--- config.mk ---
export PLATFORM = sky130hd
export DESIGN_NAME = rca_seg_accum
export DESIGN_NICKNAME = d
export VERILOG_FILES = /design/src/rtl/rca_seg_accum.sv
export SDC_FILE = /design/constraint.sdc
export NUM_CORES = 1
export LEC_CHECK = 0
export BUFFER_PORTS_ARGS = -buffer_cell sky130_fd_sc_hd__buf_2
export CAP_MARGIN = 20
export CORE_UTILIZATION = 59
export DETAILED_ROUTE_END_ITERATION = 10
export PLACE_DENSITY = 0.86
export SLEW_MARGIN = 10
export SYNTH_ARGS = -nofsm -noshare
export SYNTH_HDL_FRONTEND = slang
export SYNTH_SLANG_ARGS = --single-unit
--- constraint.sdc ---
create_clock -name clk -period 6.8 [get_ports clk]
set_input_delay 0.68 -clock clk [delete_from_list [all_inputs] [get_ports clk]]
set_output_delay 0.68 -clock clk [all_outputs]
set_load 0.01 [all_outputs]
--- src/rtl/rca_seg_accum.sv ---
// Nibble-serial ripple-carry adder/accumulator with valid/ready input and a
// multiplexed common-anode hex display of the result. Optional: RCA_SEG_OVF_EN.
module rca_seg_accum #(
   parameter int WIDTH    = 8,
   parameter int SCAN_DIV = 16
) (
   input  logic                 clk,
   input  logic                 rst,
   input  logic [WIDTH-1:0]     A,
   input  logic [WIDTH-1:0]     B,
   input  logic                 Ci,
   input  logic                 mode,
   input  logic                 in_valid,
   output logic                 in_ready,
   output logic [WIDTH-1:0]     S,
   output logic                 Co,
   output logic                 out_valid,
   output logic                 ovf,
   output logic [WIDTH/4-1:0]   an,
   output logic [6:0]           seg,
   output logic                 dp
);
   // state   | meaning
   // IDLE    | waiting for operands, in_ready high
   // ADD     | one nibble summed per clock, lowest first

   localparam int NDIG = WIDTH / 4;
   localparam int CW   = (NDIG > 1) ? $clog2(NDIG) : 1;

   localparam logic ST_IDLE = 1'b0;
   localparam logic ST_ADD  = 1'b1;

   generate
      if ((WIDTH % 4) != 0 || WIDTH < 4) begin : g_bad_width
         $error("rca_seg_accum: WIDTH must be a multiple of 4 and >= 4");
      end
   endgenerate

   logic             state;
   logic [CW-1:0]    cnt;
   logic [WIDTH-1:0] op_a;
   logic [WIDTH-1:0] op_b;
   logic [WIDTH-1:0] part;
   logic [WIDTH-1:0] part_next;
   logic             carry;
   logic [3:0]       nib_a;
   logic [3:0]       nib_b;
   logic [4:0]       nsum;
   logic             last_nib;

   assign in_ready = (state == ST_IDLE);
   assign last_nib = (cnt == CW'(NDIG - 1));

   always_comb begin
      nib_a = op_a[cnt*4 +: 4];
      nib_b = op_b[cnt*4 +: 4];
      nsum  = {1'b0, nib_a} + {1'b0, nib_b} + {4'b0, carry};
      part_next = part;
      part_next[cnt*4 +: 4] = nsum[3:0];
   end

   always_ff @(posedge clk) begin
      if (rst) begin
         state     <= ST_IDLE;
         cnt       <= '0;
         op_a      <= '0;
         op_b      <= '0;
         part      <= '0;
         carry     <= 1'b0;
         S         <= '0;
         Co        <= 1'b0;
         out_valid <= 1'b0;
      end else begin
         out_valid <= 1'b0;
         case (state)
            ST_IDLE: begin
               if (in_valid) begin
                  op_a  <= A;
                  // accumulate uses S as registered at the accept edge
                  op_b  <= mode ? S : B;
                  carry <= Ci;
                  cnt   <= '0;
                  state <= ST_ADD;
               end
            end
            default: begin
               part  <= part_next;
               carry <= nsum[4];
               cnt   <= cnt + 1'b1;
               if (last_nib) begin
                  S         <= part_next;
                  Co        <= nsum[4];
                  out_valid <= 1'b1;
                  state     <= ST_IDLE;
               end
            end
         endcase
      end
   end

`ifdef RCA_SEG_OVF_EN
   logic [3:0] low3_sum;
   logic       ovf_q;

   // carry into the top bit of the top nibble, i.e. into bit WIDTH-1
   assign low3_sum = {1'b0, nib_a[2:0]} + {1'b0, nib_b[2:0]} + {3'b0, carry};

   always_ff @(posedge clk) begin
      if (rst) begin
         ovf_q <= 1'b0;
      end else if (state == ST_ADD && last_nib) begin
         ovf_q <= low3_sum[3] ^ nsum[4];
      end
   end

   assign ovf = ovf_q;
`else
   assign ovf = 1'b0;
`endif

   logic [SCAN_DIV-1:0] pre;
   logic [CW-1:0]       dig;
   logic [3:0]          hex;

   always_ff @(posedge clk) begin
      if (rst) begin
         pre <= '0;
         dig <= '0;
      end else begin
         pre <= pre + 1'b1;
         if (&pre) begin
            dig <= (dig == CW'(NDIG - 1)) ? '0 : dig + 1'b1;
         end
      end
   end

   always_comb begin
      hex = S[dig*4 +: 4];
      an  = ~(NDIG'(1) << dig);
      dp  = ~(Co && (dig == CW'(NDIG - 1)));
      case (hex)
         4'h0: seg = 7'b1000000;
         4'h1: seg = 7'b1111001;
         4'h2: seg = 7'b0100100;
         4'h3: seg = 7'b0110000;
         4'h4: seg = 7'b0011001;
         4'h5: seg = 7'b0010010;
         4'h6: seg = 7'b0000010;
         4'h7: seg = 7'b1111000;
         4'h8: seg = 7'b0000000;
         4'h9: seg = 7'b0010000;
         4'hA: seg = 7'b0001000;
         4'hB: seg = 7'b0000011;
         4'hC: seg = 7'b1000110;
         4'hD: seg = 7'b0100001;
         4'hE: seg = 7'b0000110;
         default: seg = 7'b0001110;
      endcase
   end

endmodule

==> metrics.md <==
| Metric | Value |
|---|---|
| Outcome | `finished, final reports clean` |
| Synth top area cells | `dfxtp_1 41%, mux2i_1 6.1%, nand2_1 5.9%` |
| Worst endpoint required time | `6.12 ns` |
| RR Startpoint | `cnt` |
| CP arrival | `2.51 ns` |
| R2R setup slack | `4.22 ns` |
| Vias/cell | `5.473` |
| Sequential area share after synthesis | `40.65%` |
| Max Cap Viol | `0` |
| Top-area cell type share of the netlist area | `40.65%` |
| CTS Hold Buffers Added | `0` |
| Count of input and output buffers | `41` |
| HPWL after DPL | `3522 um` |
| Clock Skew | `0.006404 ns` |
| Hold path depth | `2` |
| CTS tree | `done` |
| Total wire length | `4897 um` |
| Iteration count of the initial detailed-routing pass | `4` |
| Ratio of cells with drive above 1 in the final layout | `20.57%` |
| Core Rows | `23` |
| Die extent in y | `66.60 um` |
| Comb pwr share | `11.4%` |
| Multi-input logic area | `1356 um2` |
| Reg clk slew, reported paths | `0.09 ns` |
| Avg WL per Cell | `13.38 um` |
| First-pass GRT wire length | `8004 um` |
| Pleak | `1.159 nW` |
| Worst-margin pin slew | `1.025 ns` |
| Area growth from synthesis to layout | `11.99%` |
| Hold violation count in the final report | `0` |
| Pwr dens | `202.1 nW/um2` |
| Crit share post-route | `46.88%` |
| Crit path kind | `flop to primary output` |
| Root buf cell | `clkbuf_8` |
| Worst-path fanout max | `13` |
| Total grt overflow | `0` |
| TNS Setup | `0 ns` |
| Antenna violations before repair | `0` |
| Post-place setup slack | `3.949 ns` |
| Sw power | `0.1410 mW` |
| Net Count, Synth | `316` |
| IO Pins | `43` |
| Peak supply drop | `0.09682 mV` |
| Mapped Avg Cell Area | `8.701 um2` |
| Core ar. | `4000 um2` |
| Die width | `66.60 um` |
| Leading area contributor after synthesis | `dfxtp_1` |
| Routed via count | `2003` |
| Clk Latency, worst-skew pair | `0.30 ns` |
| Final #Nets | `348` |
| Fmax | `0.3137 GHz` |
| CTS H-tree lvls | `2` |
| RSZ-0062 raised after global routing | `no` |
| Yosys warns | `0` |
| Cell variety after synth | `39` |
| Die area | `4436 um2` |
| Worst path slowest cell | `mux2i_1` |
| Setup crit start kind | `flop` |
| Vias in the first global route | `1736` |
| Pin count of the biggest net entering global routing | `51` |
| Crit-path max cell delay | `0.90 ns` |
| Yosys reg bits | `50` |
| Sequential Power Share | `56.7%` |
| Initial cell density of the core | `61.56%` |
| Final setup vio count | `0` |
| R2r worst-path depth | `6` |
| CP cell instances | `mux2i_1, mux4_2, buf_2` |
| Min Clock Period, post-route | `3.188 ns` |
| Max_slew headroom | `29.74%` |
| Post-route ant nets | `0` |
| Post-CTS Setup Inserts | `0` |
| Clock sinks | `50` |
| Fin. max-slew vios | `0` |
| PostCTS Resize Cnt | `0` |
| Dpl cells | `358` |
| Worst Hold Path EP | `op_a[4]` |
| Total power | `0.5572 mW` |
| Fin cells | `366` |
| Gate Count Post-Synth | `283` |
| Total GRT Usage | `24.13%` |
| DRT iter0 DRCs | `73` |
| Placement Cell Area | `2663 um2` |
| FILL cells | `314` |
| Clock network power share | `31.9%` |
| Cell-internal power | `0.4162 mW` |
| Post-synthesis cell area | `2462 um2` |
| Worst min path class | `flop to flop` |
| Worst Setup Slack, final | `3.612 ns` |
| Seq. cell area | `1001 um2` |
| Critical path endpoint category | `primary output` |
| DR DRC count | `0` |
| Final Wtd Congestion | `0.7605` |
| Final Cell Area | `2758 um2` |
| Number of CTS-inserted buffers | `5` |
| Reg2reg end | `carry` |
| N_diodes | `0` |
| Hold wc startpoint | `op_a[4]` |
| Largest buffer count on any clock path | `2` |
| Switch share | `25.31%` |
## synthesized netlist by cell type
library cell and count:
nor2_1 34, dfxtp_1 50, nand4_4 1, nor4_1 3, and3b_1 1, o21a_1 1, a21oi_1 27, nand2_1 39
clkbuf_1 14, nor3_1 3, conb_1 1, o22ai_1 2, a211oi_1 12, nand3_1 9, a21boi_0 1, ha_1 10
xnor2_1 9, nor2b_1 3, xor2_1 5, nand2b_1 2, o31ai_1 1, or3_1 3, a21o_1 1, and3_2 1
inv_1 8, buf_4 3, mux2i_1 15, o21ai_0 3, o32ai_1 1, fa_1 2, or2_2 1, and2_1 2
a31o_2 1, mux4_2 1, nand4_1 2, or4_1 1, nand4_2 1, and4_2 1, mux2_2 8
## power by group through the flow
stage / registers (mW) / logic, mW / clock network, mW
after global routing: 0.318 / 0.0719 / 0.196
after CTS: 0.316 / 0.0638 / 0.181
after global placement: 0.322 / 0.0617 / 0
after floorplan: 0.319 / 0.0482 / 0
final: 0.316 / 0.0636 / 0.178
after detailed placement: 0.323 / 0.0632 / 0
## stage by stage
stage / util (%) / hold WS [ns]
after floorplan: - / 0.4315
after global placement: 66.56 / 0.4421
after detailed placement: 66.56 / 0.4473
after CTS: 68.94 / 0.4597
after global routing: 68.94 / 0.4810
final: 68.94 / 0.4563
## layout make-up
type                    count  share of cell area [%]
multi-input cells         208                   49.18
flip-flops and latches     50                   36.30
repair buffers             42                   7.713
clock buffers               6                   2.995
well taps                  50                   2.269
inverters                   8                   1.089
clock inverters             2                  0.4537
## how the worst max path moves through the flow
stage / cells past startpoint / slack (ns) / end / startpoint
after CTS: 3 / 3.59 / seg[3] / dig
after global routing: 3 / 3.43 / seg[3] / dig
final: 3 / 3.61 / seg[3] / dig
after floorplan: 7 / 4.41 / Co / cnt
after detailed placement: 3 / 3.95 / seg[3] / dig
after global placement: 3 / 4.09 / seg[3] / dig
## sequential cells by signal, summed over array words and instances (netlist names)
name / count
op_b: 8
state: 1
cnt: 1
carry: 1
dig: 1
S: 8
op_a: 8
part: 4
Co: 1
pre: 16
out_valid: 1
## placed cells by master, fill, tap and decap left out, types with 2 or more instances in the layout
cell type	netlist	final
nand4_1	2	2
a21oi_1	27	27
buf_2	0	41
dfxtp_1	50	50
clkbuf_8	0	6
nor2b_1	3	3
xor2_1	5	5
inv_1	8	8
nor2_1	34	34
mux2_2	8	8
nand3_1	9	9
nor4_1	3	3
nand2_1	39	39
xnor2_1	9	9
a211oi_1	12	12
nor3_1	3	3
mux2i_1	15	15
fa_1	2	2
and2_1	2	2
ha_1	10	10
o22ai_1	2	2
or3_1	3	3
o21ai_0	3	3
nand2b_1	2	2
## cell families after synthesis
family	Yosys count	share of synthesized area, %
compound gates	50	12.20
xor+xnor	14	4.980
fa+ha+maj	12	6.707
buf+inv	25	4.268
flops	50	40.65
mux	24	10.67
other cells	1	0.1523
simple gates	107	20.38
## worst max-delay path: cells and delay by family (launching register included)
| kind | cells | cell delay [ns] |
|---|---|---|
| mux | 2 | 1.50 |
| flops | 1 | 0.55 |
| buf+inv | 1 | 0.15 |
## per-layer routing
metal  vias to the layer above  share of wire, %  GRT usage, %
met5                         -                 0             0
met2                        48                46         38.64
li1                       1038                 -             -
met3                         8               5.1         7.021
met4                         0               1.3         6.915
met1                       909                48         31.25
Note: power is estimated with default switching activity, not from simulation.
